`src/rtl/snax_simbacore_launch_pkg.sv`:
```
// Shared types for the SimbaCore job launcher: FSM states, the config-set struct,
// word positions inside the flat CSR vector and pack/unpack helpers.
package snax_simbacore_launch_pkg;

  localparam int unsigned REG_DATA_WIDTH = 32;
  localparam int unsigned CFG_WORDS      = 6;
  localparam int unsigned CFG_WIDTH      = REG_DATA_WIDTH * CFG_WORDS;

  localparam int unsigned W_MODE    = 0;
  localparam int unsigned W_SEQ_LEN = 1;
  localparam int unsigned W_D_MODEL = 2;
  localparam int unsigned W_DT_RANK = 3;
  localparam int unsigned W_D_INNER = 4;
  localparam int unsigned W_D_FINAL = 5;

  typedef logic [REG_DATA_WIDTH-1:0] reg_word_t;

  typedef enum logic [1:0] {
    IDLE,
    ISSUE,
    RUN
  } launch_state_e;

  typedef struct packed {
    reg_word_t mode;
    reg_word_t seq_len;
    reg_word_t d_model;
    reg_word_t dt_rank;
    reg_word_t d_inner;
    reg_word_t d_final;
  } simbacore_cfg_t;

  // Word 0 sits in the least significant bits of the flat CSR vector.
  function automatic simbacore_cfg_t unpack_cfg(input logic [CFG_WIDTH-1:0] flat);
    simbacore_cfg_t c;
    c.mode    = flat[W_MODE    * REG_DATA_WIDTH +: REG_DATA_WIDTH];
    c.seq_len = flat[W_SEQ_LEN * REG_DATA_WIDTH +: REG_DATA_WIDTH];
    c.d_model = flat[W_D_MODEL * REG_DATA_WIDTH +: REG_DATA_WIDTH];
    c.dt_rank = flat[W_DT_RANK * REG_DATA_WIDTH +: REG_DATA_WIDTH];
    c.d_inner = flat[W_D_INNER * REG_DATA_WIDTH +: REG_DATA_WIDTH];
    c.d_final = flat[W_D_FINAL * REG_DATA_WIDTH +: REG_DATA_WIDTH];
    return c;
  endfunction

  function automatic logic [CFG_WIDTH-1:0] pack_cfg(input simbacore_cfg_t c);
    logic [CFG_WIDTH-1:0] flat;
    flat = '0;
    flat[W_MODE    * REG_DATA_WIDTH +: REG_DATA_WIDTH] = c.mode;
    flat[W_SEQ_LEN * REG_DATA_WIDTH +: REG_DATA_WIDTH] = c.seq_len;
    flat[W_D_MODEL * REG_DATA_WIDTH +: REG_DATA_WIDTH] = c.d_model;
    flat[W_DT_RANK * REG_DATA_WIDTH +: REG_DATA_WIDTH] = c.dt_rank;
    flat[W_D_INNER * REG_DATA_WIDTH +: REG_DATA_WIDTH] = c.d_inner;
    flat[W_D_FINAL * REG_DATA_WIDTH +: REG_DATA_WIDTH] = c.d_final;
    return flat;
  endfunction

endpackage

```
`src/rtl/snax_simbacore_cfg_fifo.sv`:
```
// Register FIFO holding complete SimbaCore config sets; no fall-through, no bypass.
// Depth must be a power of two so the pointers wrap naturally.
module snax_simbacore_cfg_fifo
  import snax_simbacore_launch_pkg::*;
#(
  parameter int unsigned Depth = 2
) (
  input  logic                     clk,
  input  logic                     rst,
  input  logic                     push,
  input  logic                     pop,
  input  simbacore_cfg_t           wdata,
  output simbacore_cfg_t           rdata,
  output logic                     full,
  output logic                     empty,
  output logic [$clog2(Depth):0]   count
);

  localparam int unsigned PtrWidth = $clog2(Depth);
  localparam int unsigned CntWidth = PtrWidth + 1;

  simbacore_cfg_t      mem [Depth];
  logic [PtrWidth-1:0] wr_ptr;
  logic [PtrWidth-1:0] rd_ptr;
  logic                do_push;
  logic                do_pop;

  assign full    = (count == CntWidth'(Depth));
  assign empty   = (count == '0);
  assign do_push = push && !full;
  assign do_pop  = pop && !empty;
  assign rdata   = mem[rd_ptr];

  // NOTE: state registers use non-blocking assignments so every flop samples pre-edge values.
  always_ff @(posedge clk or posedge rst) begin
    if (rst) begin
      wr_ptr <= '0;
      rd_ptr <= '0;
      count  <= '0;
    end else begin
      if (do_push) wr_ptr <= wr_ptr + PtrWidth'(1);
      if (do_pop)  rd_ptr <= rd_ptr + PtrWidth'(1);
      unique case ({do_push, do_pop})
        2'b10:   count <= count + CntWidth'(1);
        2'b01:   count <= count - CntWidth'(1);
        default: count <= count;
      endcase
    end
  end

  // NOTE: storage is deliberately not reset; an entry is only read after count shows it was written.
  always_ff @(posedge clk) begin
    if (do_push) mem[wr_ptr] <= wdata;
  end

endmodule

```
`src/rtl/snax_simbacore_launch_ctrl.sv`:
```
// Queues CSR config sets and launches them on SimbaCore one job at a time.
// Define SNAX_SIMBACORE_LAUNCH_PERF_EN to build the per-job cycle counter.
module snax_simbacore_launch_ctrl
  import snax_simbacore_launch_pkg::*;
#(
  parameter int unsigned RegDataWidth = REG_DATA_WIDTH,
  parameter int unsigned CfgWords     = CFG_WORDS,
  parameter int unsigned ModeWidth    = 13,
  parameter int unsigned QueueDepth   = 2
) (
  input  logic                             clk_i,
  input  logic                             rst_i,
  input  logic [CfgWords*RegDataWidth-1:0] cfg_i,
  input  logic                             cfg_valid_i,
  output logic                             cfg_ready_o,
  output logic [CfgWords*RegDataWidth-1:0] core_cfg_o,
  output logic                             core_cfg_valid_o,
  input  logic                             core_cfg_ready_i,
  input  logic                             core_busy_i,
  output logic                             busy_o,
  output logic [$clog2(QueueDepth):0]      pending_o,
  output logic [RegDataWidth-1:0]          jobs_done_o,
  output logic [RegDataWidth-1:0]          last_cycles_o
);

  localparam reg_word_t MODE_MASK = reg_word_t'((64'd1 << ModeWidth) - 64'd1);

  launch_state_e           state;
  logic                    first;
  logic [RegDataWidth-1:0] jobs_done;
  simbacore_cfg_t          head;
  simbacore_cfg_t          issue_cfg;
  logic                    fifo_full;
  logic                    fifo_empty;
  logic                    accept;
  logic                    complete;

  assign accept   = (state == ISSUE) && core_cfg_ready_i;
  assign complete = (state == RUN) && !first && !core_busy_i;

  snax_simbacore_cfg_fifo #(
    .Depth (QueueDepth)
  ) u_cfg_fifo (
    .clk   (clk_i),
    .rst   (rst_i),
    .push  (cfg_valid_i),
    .pop   (accept),
    .wdata (unpack_cfg(cfg_i)),
    .rdata (head),
    .full  (fifo_full),
    .empty (fifo_empty),
    .count (pending_o)
  );

  // Data is only driven while issuing so the idle bus reads as zero.
  // NOTE: every variable assigned in always_comb gets a default first so no latch is inferred.
  always_comb begin
    issue_cfg      = head;
    issue_cfg.mode = head.mode & MODE_MASK;
    core_cfg_o     = '0;
    if (state == ISSUE) core_cfg_o = pack_cfg(issue_cfg);
  end

  assign core_cfg_valid_o = (state == ISSUE);
  assign cfg_ready_o      = !fifo_full;
  assign busy_o           = (state != IDLE) || !fifo_empty;
  assign jobs_done_o      = jobs_done;

  // SimbaCore may still show the previous job's busy in the first RUN cycle, hence the first flag.
  always_ff @(posedge clk_i or posedge rst_i) begin
    if (rst_i) begin
      state     <= IDLE;
      first     <= 1'b0;
      jobs_done <= '0;
    end else begin
      unique case (state)
        IDLE: begin
          if (!fifo_empty) state <= ISSUE;
        end
        ISSUE: begin
          if (core_cfg_ready_i) begin
            state <= RUN;
            first <= 1'b1;
          end
        end
        RUN: begin
          if (first) begin
            first <= 1'b0;
          end else if (!core_busy_i) begin
            jobs_done <= jobs_done + RegDataWidth'(1);
            state     <= fifo_empty ? IDLE : ISSUE;
          end
        end
        default: state <= IDLE;
      endcase
    end
  end

`ifdef SNAX_SIMBACORE_LAUNCH_PERF_EN
  logic [RegDataWidth-1:0] cycle_cnt;
  logic [RegDataWidth-1:0] cycle_next;
  logic [RegDataWidth-1:0] last_cycles;

  // Saturating increment: a runaway job reads as all-ones rather than wrapping to a small value.
  assign cycle_next = (cycle_cnt == {RegDataWidth{1'b1}}) ? cycle_cnt
                                                          : cycle_cnt + RegDataWidth'(1);

  always_ff @(posedge clk_i or posedge rst_i) begin
    if (rst_i) begin
      cycle_cnt   <= '0;
      last_cycles <= '0;
    end else begin
      if (accept) begin
        cycle_cnt <= '0;
      end else if (state == RUN) begin
        cycle_cnt <= cycle_next;
      end
      if (complete) last_cycles <= cycle_next;
    end
  end

  assign last_cycles_o = last_cycles;
`else
  assign last_cycles_o = '0;
`endif

endmodule

```
`config.mk`:
```
export PLATFORM = sky130hd
export DESIGN_NAME = snax_simbacore_launch_ctrl
export DESIGN_NICKNAME = d
export VERILOG_FILES = /design/src/rtl/snax_simbacore_launch_pkg.sv /design/src/rtl/snax_simbacore_cfg_fifo.sv /design/src/rtl/snax_simbacore_launch_ctrl.sv
export SDC_FILE = /design/constraint.sdc
export NUM_CORES = 1
export LEC_CHECK = 0
export BUFFER_PORTS_ARGS = -buffer_cell sky130_fd_sc_hd__buf_4
export CORE_MARGIN = 3
export CORE_UTILIZATION = 40
export CTS_CLUSTER_SIZE = 14
export DETAILED_ROUTE_END_ITERATION = 16
export GPL_TIMING_DRIVEN = 0
export PLACE_DENSITY_LB_ADDON = 0.12
export SLEW_MARGIN = 20
export SYNTH_ARGS = -nofsm -noshare
export SYNTH_HDL_FRONTEND = slang
export SYNTH_SLANG_ARGS = --single-unit
```
`constraint.sdc`:
```
create_clock -name clk_i -period 25 [get_ports clk_i]
set_input_delay 6.25 -clock clk_i [delete_from_list [all_inputs] [get_ports clk_i]]
set_output_delay 6.25 -clock clk_i [all_outputs]
set_load 0.02 [all_outputs]
```
Word level (Yosys, flattened, before mapping). Memory sizes are Yosys's and may differ from the RTL's. Index checks and enable logic that the tools add are counted.

Flip-flop bits (word level): 39. RAM bits: 384. Input bits: 197. Output and inout bits: 261. Word-level logic and storage cells: 49. Memories kept: 1.

$add $sub $neg: 5. Equal/unequal tests: 9. Muxes and demuxes: 12. Bitwise logic cells: 2. Reduce and logical (&&, ||, !) cells: 14.

Memory list: u_cfg_fifo.mem (words 2, width 192, read ports 1, clocked after memory_dff 0, wr ports 1, line snax_simbacore_cfg_fifo.sv:22) `simbacore_cfg_t mem [Depth];`.

Operator list (count): two-way mux 192 bit (1); adder 32 x 1 -> 32 bit (second input constant) (1); two-way mux 2 bit (4); equality test 2 bit (second input constant) (3); != test 2 bit (second input constant) (3); case mux 2 bit (3 select lines) (1); nonzero test 2 bit (3); equality test 2 x 1 -> 1 bit (second input constant) (2); logical NOT 2 bit (2); two-way mux 1 bit (4); case mux 2 bit (2 select lines) (1); AND reduction 4 bit (1); logical AND 1 bit (3); AND reduction 3 bit (1); adder 1 bit (second input constant) (2); adder 2 x 1 -> 2 bit (second input constant) (1); logical NOT 1 bit (2); != test 2 x 1 -> 1 bit (second input constant) (1); inverter 1 bit (2); case mux 1 bit (2 select lines) (1); AND reduction 2 bit (1); subtractor 2 x 1 -> 2 bit (second input constant) (1); logical OR 1 bit (1).

Logic depth before layout (Yosys ltp).
Depth in word-level cells: 5. Gate-level depth with buffers: 8. Mapped depth without buffers: 8.

By module. Synthesis repeated with hierarchy kept, for this count alone.

Cell total of the unflattened synthesis: 1013. Area, all modules: 17295.3 µm².

By module, submodules not included: snax_simbacore_cfg_fifo (instances 1, cells each 616, area each 14107.3 µm², sequential area each 11631.2 µm²); snax_simbacore_launch_ctrl (instances 1, cells each 397, area each 3188.1 µm², sequential area each 875.8 µm²).

Worst setup path before layout. Ideal clock, no wire load.

Path kind: input -> register. Start point: input port cfg_valid_i. End point: memory u_cfg_fifo.mem[0][0] in the netlist's numbering (enable). Setup time: 0.709 ns. Arrival time: 13.527 ns. Data required time: 24.291 ns. Setup slack: 10.764 ns. Cell stages on the path: 2. Path buffers: 0. Path through: nand2_1 -> nor2_1.

Word-level cells in the longest chain between the ends: 3.

Ends and longest elaborated chain: start, declared (line snax_simbacore_launch_ctrl.sv:14) `input logic cfg_valid_i,`; logical AND 1 bit (line snax_simbacore_cfg_fifo.sv:30) `assign do_push = push && !full;`; two-way mux 1 bit (line snax_simbacore_cfg_fifo.sv:53) `if (do_push) mem[wr_ptr] <= wdata;`; two-way mux 1 bit (not written as such) (line snax_simbacore_cfg_fifo.sv:53); end, declared (line snax_simbacore_cfg_fifo.sv:22).

Every way passes these cells.

Final worst setup path.
Start point: register state[0]. End point: output port core_cfg_o[10].

Word-level cells in the longest chain between the ends: 2.

Ends and longest elaborated chain: start, declared (line snax_simbacore_launch_ctrl.sv:28) `launch_state_e state;`; start signal, assigned (line snax_simbacore_launch_ctrl.sv:91) `state <= fifo_empty ? IDLE : ISSUE;`; equality test 2 x 1 -> 1 bit (line snax_simbacore_launch_ctrl.sv:61) `if (state == ISSUE) core_cfg_o = pack_cfg(issue_cfg);`; two-way mux 192 bit (line snax_simbacore_launch_ctrl.sv:61); end, declared (line snax_simbacore_launch_ctrl.sv:16) `output logic [CfgWords*RegDataWidth-1:0] core_cfg_o,`.

Every way passes these cells.

==> flow_summary.ini <==
[job]
drv_cap = 0

[route]
first_pass_iters = 5
viasPerCell = 4.557
vias = 9023
drc = 0
ant_nets = 0
drtIter0Drc = 415
wl_um = 36200
routedWlPerCell_um = 18.28

[clock_tree]
postCtsHoldBufs = 0
cts_max_level = 2
cts_setup_buffers = 0
clockBufferDepth = 3
ctsResizeCount = 0
numCtsBuffers = 42
insertion_delay_ns = 0.55
cts_tree = done
cts.sinks = 385
cts_root_buf = clkbuf_16
clk_pin_slew_worst_paths_ns = 0.06

[die]
fp-row-count = 70
die_area_um2 = 40290
core_area_um2 = 36960
initial_core_util_pct = 41.04
die_h_um = 200.7
ios = 458
die_width_um = 200.7

[final_layout]
final_util_pct = 55.39
fillers = 3136
finalNetCount = 1640
syn2layout_area_growth_pct = 34.97
drive_above_1_share_pct = 36.68

[worst_setup_path]
critPathMaxFanout = 10
start_kind = register
crit_start = state[0]$_DFFE_PP0P_
crit_path_frequent_cell = clkbuf_1
r2r_setup_slack_ns = 22.66
crit_required_ns = 18.75
cp-end-kind = primary output
critical_path.max_stage_delay_ns = 0.67
crit_chain = or2b_1, clkbuf_1, clkbuf_1, nor2_1, buf_4
worst-setup-path-type = register to primary output
crit_path_end = core_cfg_o[10]
r2r_end = u_cfg_fifo.mem[0][155]$_DFFE_PP_
r2r_start = u_cfg_fifo.count[0]$_DFFE_PP0P_
arrival_ns = 2.73
rr_worst_depth = 6
cp_slowest_cell = clkbuf_1

[sta]
drv_slew = 0
setup-tns-final_ns = 0
skew_ns = 0.01366
rsz0062_at_grt = false
setup_violations = 0
tightest_slew_ns = 0.8689
post-route-min-period_ns = 8.980
hold_viol_final = 0
post-route-period-util_pct = 35.92
slew_headroom_pct = 42.08
timing.fmax_ghz = 0.1114

[power_and_ir_drop]
leakagePower_nw = 8.676
ir_drop_v = 0.00007271
p_per_area_nw_per_um2 = 116.6

[yosys]
avgSynthCellArea_um2 = 16.02
synth_flop_cell = edfxtp_1
ys_top_cells_by_count = 346 x edfxtp_1, 183 x nor2_1, 173 x mux2i_1, 53 x buf_4, 39 x dfrtp_1
syn_inst = 947
synth_seq_cells = 385
synth_cell_types = 31
seq_area_frac_synth_pct = 74.94
synth-async-reset-ratio_pct = 10.13
synth_top_area_share_pct = 68.50
syn_area_um2 = 15170
yosysMostFrequentCell = edfxtp_1
synth_edf_count = 346
yosysTopAreaCell = edfxtp_1
yosysWarnings = 0
synth.area.top_cells = edfxtp_1 69%, mux2i_1 11%, dfrtp_1 6.4%

[placed_design]
port_buffers = 387
gp_congestion = 0.7641
dp_hpwl_um = 26250

[hold_path]
hold_depth = 1
worstHoldPathType = register to register

[global_routing]
grtUsageTotal_pct = 17.64
grt_pass1_wl_um = 54720
grt_start_max_net_pins = 51
grt_pass1_vias = 9139
gr-total-overflow = 0
antenna_found_initial = 6

[outcome]
status = complete, no violations
-- how the worst min path moves through the flow --
stage / startpoint / slack, ns / end
6_report: jobs_done_o[31]$_DFFE_PP0P_ / 0.47 / jobs_done_o[31]$_DFFE_PP0P_
3_5_place_dp: jobs_done_o[31]$_DFFE_PP0P_ / 0.47 / jobs_done_o[31]$_DFFE_PP0P_
2_1_floorplan: u_cfg_fifo.wr_ptr$_DFFE_PP0P_ / 0.46 / u_cfg_fifo.wr_ptr$_DFFE_PP0P_
4_1_cts: jobs_done_o[31]$_DFFE_PP0P_ / 0.48 / jobs_done_o[31]$_DFFE_PP0P_
5_1_grt: jobs_done_o[13]$_DFFE_PP0P_ / 0.51 / jobs_done_o[13]$_DFFE_PP0P_
3_3_place_gp: jobs_done_o[31]$_DFFE_PP0P_ / 0.47 / jobs_done_o[31]$_DFFE_PP0P_
-- per-layer routing --
layer / part of all wire [%] / vias up / global-route usage (%)
li1: - / 4344 / -
met3: 9.2 / 56 / 6.551
met4: 2.9 / 4 / 6.801
met2: 49 / 330 / 29.47
met1: 38 / 4289 / 20.84
met5: 0.094 / - / 0
-- state kept, by name, summed over array words and instances (netlist names) --
name,count
u_cfg_fifo.count,2
first,1
jobs_done_o,32
u_cfg_fifo.wr_ptr,1
u_cfg_fifo.mem,346
u_cfg_fifo.rd_ptr,1
state,2
-- area by class of cell --
| class | instances | area, µm² | share of cell area (%) |
|---|---|---|---|
| flip-flops and latches | 385 | 11370 | 55.52 |
| diodes | 4 | 10.01 | 0.04890 |
| clock inverters | 22 | 131.4 | 0.6418 |
| repair buffers | 400 | 3218 | 15.72 |
| clock buffers | 53 | 1114 | 5.440 |
| well taps | 504 | 630.6 | 3.080 |
| inverters | 3 | 11.26 | 0.05501 |
| multi-input cells | 512 | 3395 | 16.58 |
| plain buffers | 97 | 595.6 | 2.909 |
-- through the flow --
step           setup slack (ns)  hold slack, ns  power [W]  cells  area [µm²]
3_3_place_gp              5.710          0.4664   0.001875   1888       18890
3_5_place_dp              16.50          0.4734   0.001859   1901       19220
4_1_cts                   15.88          0.4812   0.002430   1976       20460
2_1_floorplan             10.76          0.4608   0.001475    997       15350
5_1_grt                   15.75          0.5105   0.002519   1980       20470
6_report                  16.02          0.4701   0.002387   1980       20470
-- worst max-delay path: cells and delay by family (launching register included) --
| kind | cells | cell delay [ns] |
|---|---|---|
| buf+inv | 3 | 1.36 |
| flops | 1 | 0.46 |
| simple gates | 2 | 0.38 |
-- power breakdown --
part           total [W]  internal, W  switching [W]  leakage, nW
sequential      0.000896     0.000861      0.0000354         3.74
combinational   0.000929     0.000364       0.000565         4.32
clock           0.000561     0.000325       0.000236        0.618
total            0.00239      0.00155       0.000837         8.68
-- logic make-up after synthesis --
kind of cell	after synthesis	share of synthesized area (%)
other cells	1	0.02472
buf+inv	100	4.001
fa+ha+maj	2	0.1650
flops	385	74.94
xor+xnor	36	2.079
compound gates	4	0.1898
simple gates	245	7.111
mux	174	11.49
-- placed cells by master, fill, tap and decap left out, drive strengths merged, types with 2 or more instances in the layout --
cell type	instances
and2	4
and3	12
and4	6
buf	473
clkbuf	77
clkinv	19
conb	51
dfrtp	39
diode	4
edfxtp	346
ha	2
inv	5
mux2i	173
nand2	9
nand3	9
nand4	16
nor2	183
nor3	2
o21ai	2
xnor2	25
xor2	11
Note: power is estimated with default switching activity, not from simulation.
